<file path="src/rtl/seq_div_if.sv">
// Operand/result handshake bundle for the sequential divider.
// The command source / result consumer uses the master modport; the divider uses slave.
interface seq_div_if #(
    parameter int WIDTH = 8
);
    logic             in_valid;
    logic             in_ready;
    logic [WIDTH-1:0] dividend;
    logic [WIDTH-1:0] divisor;
    logic             out_valid;
    logic             out_ready;
    logic [WIDTH-1:0] quotient;
    logic [WIDTH-1:0] remainder;
    logic             div_by_zero;

    modport master (
        output in_valid,
        output dividend,
        output divisor,
        output out_ready,
        input  in_ready,
        input  out_valid,
        input  quotient,
        input  remainder,
        input  div_by_zero
    );

    modport slave (
        input  in_valid,
        input  dividend,
        input  divisor,
        input  out_ready,
        output in_ready,
        output out_valid,
        output quotient,
        output remainder,
        output div_by_zero
    );
endinterface

</file>
<file path="src/rtl/seq_div.sv">
// Multi-cycle unsigned restoring divider, one quotient bit per clock.
// One operation in flight; operands and results move over valid/ready handshakes.
// Divide-by-zero returns all-ones quotient, remainder = dividend, and raises div_by_zero.
module seq_div #(
    parameter int WIDTH = 8
) (
    input  logic     clk,
    input  logic     rst,
    seq_div_if.slave bus
);
    localparam int            CW  = $clog2(WIDTH + 1);
    localparam logic [CW-1:0] ONE = CW'(1);
    localparam logic [CW-1:0] CNT_LOAD = CW'(WIDTH);

    typedef enum logic [1:0] {
        IDLE = 2'd0,
        RUN  = 2'd1,
        DONE = 2'd2
    } state_t;

    state_t state_reg, state_next;

    // Iteration bookkeeping
    logic [CW-1:0]    count_reg, count_next;
    // Partial remainder carries one extra bit so the trial subtraction borrow is visible
    logic [WIDTH:0]   prem_reg, prem_next;
    // Shift register: starts holding the dividend, fills with quotient bits from the LSB
    logic [WIDTH-1:0] qsh_reg, qsh_next;
    logic [WIDTH-1:0] divisor_reg, divisor_next;

    // Result registers presented to the consumer
    logic [WIDTH-1:0] quotient_reg, quotient_next;
    logic [WIDTH-1:0] remainder_reg, remainder_next;
    logic             dbz_reg, dbz_next;

    // Single restoring step
    logic [2*WIDTH:0] pair_shift;
    logic [WIDTH:0]   shifted_rem;
    logic [WIDTH:0]   trial;
    logic             trial_ok;
    logic [WIDTH:0]   step_rem;
    logic [WIDTH-1:0] step_q;

    // One restoring iteration: shift {rem, q} left, trial-subtract, keep on no borrow
    always_comb begin
        pair_shift  = {prem_reg, qsh_reg} << 1;
        shifted_rem = pair_shift[2*WIDTH:WIDTH];
        trial       = shifted_rem - {1'b0, divisor_reg};
        trial_ok    = ~trial[WIDTH];
        step_rem    = trial_ok ? trial : shifted_rem;
        step_q      = pair_shift[WIDTH-1:0] | {{(WIDTH-1){1'b0}}, trial_ok};
    end

    // Next-state and datapath-next logic for the IDLE/RUN/DONE controller
    always_comb begin
        state_next     = state_reg;
        count_next     = count_reg;
        prem_next      = prem_reg;
        qsh_next       = qsh_reg;
        divisor_next   = divisor_reg;
        quotient_next  = quotient_reg;
        remainder_next = remainder_reg;
        dbz_next       = dbz_reg;

        unique case (state_reg)
            IDLE: begin
                // in_ready is high throughout IDLE, so in_valid alone means accept
                if (bus.in_valid) begin
                    prem_next    = '0;
                    qsh_next     = bus.dividend;
                    divisor_next = bus.divisor;
                    if (bus.divisor != '0) begin
                        count_next = CNT_LOAD;
                        state_next = RUN;
                    end else begin
                        // Zero divisor skips iteration and publishes the fixed result
                        quotient_next  = '1;
                        remainder_next = bus.dividend;
                        dbz_next       = 1'b1;
                        state_next     = DONE;
                    end
                end
            end
            RUN: begin
                prem_next  = step_rem;
                qsh_next   = step_q;
                count_next = count_reg - ONE;
                if (count_reg == ONE) begin
                    // Last bit: publish the result on the same edge we enter DONE
                    quotient_next  = step_q;
                    remainder_next = step_rem[WIDTH-1:0];
                    dbz_next       = 1'b0;
                    state_next     = DONE;
                end
            end
            DONE: begin
                if (bus.out_ready) begin
                    state_next = IDLE;
                end
            end
            default: begin
                state_next = IDLE;
            end
        endcase
    end

    // State and datapath registers with synchronous reset
    always_ff @(posedge clk) begin
        if (rst) begin
            state_reg     <= IDLE;
            count_reg     <= '0;
            prem_reg      <= '0;
            qsh_reg       <= '0;
            divisor_reg   <= '0;
            quotient_reg  <= '0;
            remainder_reg <= '0;
            dbz_reg       <= 1'b0;
        end else begin
            state_reg     <= state_next;
            count_reg     <= count_next;
            prem_reg      <= prem_next;
            qsh_reg       <= qsh_next;
            divisor_reg   <= divisor_next;
            quotient_reg  <= quotient_next;
            remainder_reg <= remainder_next;
            dbz_reg       <= dbz_next;
        end
    end

    // Handshake flags decode the state register only, never the peer's signals
    assign bus.in_ready    = (state_reg == IDLE);
    assign bus.out_valid   = (state_reg == DONE);
    assign bus.quotient    = quotient_reg;
    assign bus.remainder   = remainder_reg;
    assign bus.div_by_zero = dbz_reg;
endmodule

</file>
<file path="src/flat_wrapper.sv">
// flat-port wrapper written by rule: the top's interface ports become plain ports
module seq_div_flat 
#(
    parameter int WIDTH = 8
)
  (clk, rst, bus_in_valid, bus_dividend, bus_divisor, bus_out_ready, bus_in_ready, bus_out_valid, bus_quotient, bus_remainder, bus_div_by_zero);
  seq_div_if #(.WIDTH(WIDTH)) bus_i ();
  input  logic clk;
  input  logic rst;
  input wire logic [$bits(bus_i.in_valid)-1:0] bus_in_valid;
  input wire logic [$bits(bus_i.dividend)-1:0] bus_dividend;
  input wire logic [$bits(bus_i.divisor)-1:0] bus_divisor;
  input wire logic [$bits(bus_i.out_ready)-1:0] bus_out_ready;
  output wire logic [$bits(bus_i.in_ready)-1:0] bus_in_ready;
  output wire logic [$bits(bus_i.out_valid)-1:0] bus_out_valid;
  output wire logic [$bits(bus_i.quotient)-1:0] bus_quotient;
  output wire logic [$bits(bus_i.remainder)-1:0] bus_remainder;
  output wire logic [$bits(bus_i.div_by_zero)-1:0] bus_div_by_zero;
  assign bus_i.in_valid = bus_in_valid;
  assign bus_i.dividend = bus_dividend;
  assign bus_i.divisor = bus_divisor;
  assign bus_i.out_ready = bus_out_ready;
  assign bus_in_ready = bus_i.in_ready;
  assign bus_out_valid = bus_i.out_valid;
  assign bus_quotient = bus_i.quotient;
  assign bus_remainder = bus_i.remainder;
  assign bus_div_by_zero = bus_i.div_by_zero;
  seq_div #(.WIDTH(WIDTH)) u_core (.clk(clk), .rst(rst), .bus(bus_i));
endmodule
</file>
<file path="config.mk">
export PLATFORM = sky130hd
export DESIGN_NAME = seq_div_flat
export DESIGN_NICKNAME = d
export VERILOG_FILES = /design/src/rtl/seq_div_if.sv /design/src/rtl/seq_div.sv /design/src/flat_wrapper.sv
export SDC_FILE = /design/constraint.sdc
export NUM_CORES = 1
export LEC_CHECK = 0
export CAP_MARGIN = 0
export CORE_MARGIN = 3
export CORE_UTILIZATION = 45
export DETAILED_ROUTE_END_ITERATION = 12
export GPL_TIMING_DRIVEN = 1
export PLACE_DENSITY = 0.79
export REMOVE_ABC_BUFFERS = 1
export SYNTH_ARGS = -nofsm -noshare
export SYNTH_HDL_FRONTEND = slang
export SYNTH_SLANG_ARGS = --single-unit
</file>
<file path="constraint.sdc">
create_clock -name clk -period 5.55 [get_ports clk]
set_input_delay 1.11 -clock clk [delete_from_list [all_inputs] [get_ports clk]]
set_output_delay 1.11 -clock clk [all_outputs]
set_load 0.1 [all_outputs]
</file>
Word-level counts from Yosys, hierarchy flattened
Index checks and enable logic that the tools add are counted.
- register bits: 47
- input port bits: 20
- $add $sub $neg: 2
- equal/unequal tests: 8
- multiplexer cells: 25
- bitwise gates (word level): 2
- reductions and logical operators: 8
- operator list (operator ; number):
    2-to-1 mux 8 bit ; 9
    one-hot mux 8 bit (2 select lines) ; 4
    subtractor 9 x 8 -> 9 bit ; 1
    2-to-1 mux 2 bit ; 4
    2-to-1 mux 4 bit ; 2
    bitwise OR 8 x 1 -> 8 bit ; 1
    one-hot mux 4 bit (2 select lines) ; 1
    nonzero test 8 bit ; 1
    != test 2 bit (second input constant) ; 3
    one-hot mux 2 bit (3 select lines) ; 1
    AND reduction 3 bit ; 2
    == test 4 x 1 -> 1 bit (second input constant) ; 1
    != test 2 x 1 -> 1 bit (second input constant) ; 2
    AND reduction 2 bit ; 2
    AND reduction 4 bit ; 1
    subtractor 4 x 1 -> 4 bit (second input constant) ; 1
    2-to-1 mux 1 bit ; 3
    == test 2 x 1 -> 1 bit (second input constant) ; 1
    == test 2 bit (second input constant) ; 1
    logical NOT 2 bit ; 1
    one-hot mux 1 bit (2 select lines) ; 1
    nonzero test 2 bit ; 1
    NOT 1 bit ; 1

Logic depth before layout (Yosys ltp)
- word-level depth: 5
- mapped depth: 11

Worst setup path before layout
OpenSTA, ideal clock, no wires.
- path type: register -> register
- start: register u_core.state_reg[0]
- end: register u_core.quotient_reg[1], in the netlist u_core.bus.quotient[1]
- library setup time: 0.078 ns
- arrival: 2.987 ns
- data required time: 5.472 ns
- setup slack: 2.485 ns
- stages on the path, launching flop included: 10
- clock period less this slack: 3.065 ns
- cell sequence: dfxtp_1 > buf_2 > nor2_1 > nand2_2 > o21ai_2 > o31a_1 > buf_4 > buf_6 > nor2_1 > nor3_1
- word-level cells in the longest chain between the ends: 3
- elaborated cells between the ends (all ways): 8
- classes of those cells: eq/ne (4); mux (1); reduce/logical (3)
- ends and longest elaborated chain (element ; line ; text):
    start, declared ; seq_div.sv:21 ; state_t state_reg, state_next;
    start signal, assigned ; seq_div.sv:119 ; state_reg <= state_next;
    logical NOT 2 bit (*) ; - ;
    net bus_in_ready ; flat_wrapper.sv:14 ; output wire logic [$bits(bus_i.in_ready)-1:0] bus_in_ready;
    != test 2 bit (no source line) or nonzero test 2 bit (tied branches) ; - ;
    AND reduction 4 bit (no source line) ; - ;
    end signal, assigned ; seq_div.sv:124 ; quotient_reg <= quotient_next;
    end, declared ; seq_div.sv:32 ; logic [WIDTH-1:0] quotient_reg, quotient_next;
Mark *: on every way through the listed nets, which the timed path passes. The rest lies on a longest branch.
A chain may end at the register's enable or synchronous reset.

Final worst setup path
- start: register u_core.state_reg[1]
- end: output port bus_out_valid
- word-level cells in the longest chain between the ends: 1
- ends and longest elaborated chain (element ; line ; text):
    == test 2 bit ; seq_div.sv:132 ; assign bus.out_valid = (state_reg == DONE);
    end, declared ; flat_wrapper.sv:15 ; output wire logic [$bits(bus_i.out_valid)-1:0] bus_out_valid;
No other way between the ends.

==> qor.csv <==
stage,metric,value,unit
floorplan,IO Pins,39,
power_and_ir_drop,worst vdd ir,0.0001438,V
critical_path,Critical Setup Path Class,reg -> out,
logic_synthesis,synth unique cells,48,
logic_synthesis,largest family of logic cells by synthesized area,simple AND/OR/NAND/NOR gates,
floorplan,effective utilization at floorplan,48.11,%
detailed_routing,via count,2358,
global_route,initial antenna violation count,0,
layout,register cell area after layout,940.9,µm²
sta,Slew Limit Fails,0,
detailed_routing,1st-iter DRT viols,168,
cts,Clock Pin Slew Worst Setup and Hold Paths,0.09,ns
critical_path,CP startpoint kind,register,
global_route,pin count of the biggest net entering global routing,29,
logic_synthesis,number of synthesized flops with an enable pin,0,
sta,final hold vios,0,
logic_synthesis,Seq cells post-synth,47,
floorplan,site row count,26,
logic_synthesis,asr flop ratio synth,0,%
global_route,vias in the first global route,2163,
global_route,grt ovf,0,
flow_run,max_cap viols,0,
detailed_routing,Detailed Routing Iterations Pass 1,5,
logic_synthesis,Post-Synth Simple-Gate Area,25.50,%
placed_design,# port buffers,38,
critical_path,Worst EP required,4.44,ns
detailed_routing,DR WL/cell,14.45,µm
sta,Worst Tran Pin Value,1.219,ns
cts,Root Driver,clkbuf_8,
sta,Rel. slew slack,18.03,%
sta,setup TNS,0,ns
placed_design,dpl cells,413,
layout,Area Growth Syn to Fin,18.64,%
hold_path,worst min path class,reg -> reg,
cts,H-Tree Depth,2,
logic_synthesis,multiplexer area fraction after synthesis,2.354,%
logic_synthesis,combined area of all synthesized cells,0.002551,mm²
detailed_routing,final WL,6083,µm
cts,postcts setup bufs,0,
logic_synthesis,sequential area share after synthesis,36.88,%
power_and_ir_drop,cell leakage power,0.001088,µW
cts,clock sink count,47,
floorplan,die area,0.006609,mm²
power_and_ir_drop,Clk network pwr share,20.7,%
logic_synthesis,post-synthesis xor/xnor area fraction,2.403,%
logic_synthesis,area fraction in compound gates after synthesis,21.09,%
power_and_ir_drop,combinational power share,41.8,%
cts,CTS-repair resized insts,0,
sta,min cycle time layout,3.303,ns
layout,ratio of cells with drive above 1 in the final layout,7.407,%
floorplan,die height,81.30,µm
cts,CTS Hold Bufs,0,
sta,final worst path period share,59.52,%
placed_design,gpl congestion,0.8353,
cts,CTS max path bufs,2,
logic_synthesis,Synthesis Warnings,0,
critical_path,"slowest stage delay, CP",1.16,ns
cts,Clock Latency Late Sink,0.30,ns
power_and_ir_drop,sw frac,42.17,%
power_and_ir_drop,Cell Pwr Density,354.8,mW/mm²
critical_path,Critical-path top delay cell,clkdlybuf4s50_1,
critical_path,crit-path cells,"nor2b_1, clkdlybuf4s50_1",
global_route,gr usage total,19.17,%
outcome,status,finished clean,
layout,final non-filler cell total,421,
sta,RSZ-0062 raised after global routing,no,
critical_path,crit path DAT,2.19,ns
cts,cts bufs inserted,5,
critical_path,worst-path maximum fanout,10,
layout,Antenna diodes,0,
detailed_routing,DRC viols,0,
layout,Final Core Density,57.08,%
layout,Multi-input gate area,0.001455,mm²
floorplan,Core Area,0.005303,mm²
cts,TritonCTS clock tree,done,
power_and_ir_drop,Sequential Power Share,37.5,%
power_and_ir_drop,sw power,452.8,µW
power_and_ir_drop,total power,1074,µW
logic_synthesis,synthesized area per cell,7.948,µm²
logic_synthesis,cell count after synthesis,321,
sta,fmax,302.7,MHz
detailed_routing,via/cell ratio,5.601,
placed_design,DP HPWL,4384,µm
sta,Setup-failing EPs final,0,
logic_synthesis,ys flop type,dfxtp_1,
detailed_routing,Antenna Nets Post-Route,0,
sta,Clock Skew,0.006977,ns
global_route,first-pass GRT wire length,10020,µm
critical_path,CP endpoint kind,primary output,
logic_synthesis,Adder-Cell Fraction of Synth Area,5.689,%
power_and_ir_drop,Internal,620.9,µW
floorplan,die width,81.30,µm
layout,layout net count,381,
layout,final-layout fill cell count,483,
## critical path, delay by kind of cell, from the launching register on
kind / cells / cell delay (ns)
simple gates: 1 / 0.23
buf+inv: 1 / 1.16
flops: 1 / 0.50
## routing by layer
layer  up-vias  global-route usage (%)  wire length, µm
met3         7                   3.880              318
met2        82                   31.11             2874
li1       1181                       -                -
met1      1088                   26.26             2832
met4         0                   4.054               57
met5         -                       0                0
## logic make-up after synthesis
logic type / after synthesis
buffers and inverters: 31
and+or+nand+nor: 145
AOI/OAI and AO/OA: 74
DFF: 47
xor gates and xnor gates: 7
muxes: 6
adders and majority gates: 11
## cell type report
cell class              count  share of cell area, %
well taps                  70                  2.894
flip-flops and latches     47                  31.09
repair buffers             41                  13.31
clock buffers               7                  2.852
clock inverters             1                 0.2894
inverters                  12                  1.488
multi-input cells         243                  48.08
## power groups by stage
| stage | sequential, µW | clock (µW) | combinational [µW] |
|---|---|---|---|
| 2_1_floorplan | 499 | 0 | 242 |
| 3_3_place_gp | 409 | 0 | 439 |
| 3_5_place_dp | 410 | 0 | 446 |
| 4_1_cts | 402 | 223 | 448 |
| 5_1_grt | 407 | 234 | 485 |
| 6_report | 402 | 222 | 449 |
## worst paths after layout
check	from	to	slack (ns)	cells past startpoint
max	u_core.state_reg[1]	bus_out_valid	2.25	2
min	u_core.divisor_reg[7]	u_core.divisor_reg[7]	0.46	2
max reg2reg	u_core.state_reg[1]	u_core.bus.quotient[0]	2.86	5
min reg2reg	u_core.divisor_reg[7]	u_core.divisor_reg[7]	0.46	2
## Yosys cell counts (2+ instances only)
library cell / instances / share of area (%)
a211oi_1: 3 / 0.88
a211oi_2: 9 / 4.4
a21oi_1: 15 / 2.9
a311oi_1: 9 / 3.1
a31oi_1: 8 / 2.0
and2_1: 2 / 0.49
buf_1: 3 / 0.44
buf_2: 4 / 0.78
buf_4: 2 / 0.59
buf_6: 2 / 0.88
clkbuf_1: 7 / 1.0
dfxtp_1: 47 / 37
ha_1: 10 / 4.9
inv_1: 12 / 1.8
mux2i_1: 6 / 2.4
nand2_1: 54 / 7.9
nand2_2: 2 / 0.49
nand2b_1: 6 / 1.5
nand3_1: 8 / 1.6
nor2_1: 42 / 6.2
nor2b_1: 2 / 0.49
nor3_1: 15 / 2.9
nor4_1: 4 / 0.98
o21ai_0: 17 / 3.3
o21bai_1: 2 / 0.59
or3_1: 2 / 0.49
or4_1: 2 / 0.59
xnor2_1: 3 / 1.0
xor2_1: 4 / 1.4
## stage by stage
step / cell area (µm²) / hold slack (ns) / setup slack, ns
floorplan: 2441 / 0.4303 / 2.380
global placement: 2932 / 0.4436 / 2.151
detailed placement: 2932 / 0.4500 / 2.100
CTS: 3027 / 0.4626 / 2.242
global route: 3027 / 0.4801 / 2.130
finish: 3027 / 0.4613 / 2.247
## cells in the final DEF, fill, tap and decap left out, drive strengths merged, types with 7 or more instances in the layout
cell / instances
nor3: 15
inv: 12
a21oi: 15
a311oi: 9
o21ai: 19
dfxtp: 47
nor2: 42
a211oi: 12
a31oi: 8
clkbuf: 7
clkdlybuf4s50: 38
nand2: 56
ha: 10
nand3: 9
Note: power is estimated with default switching activity, not from simulation.
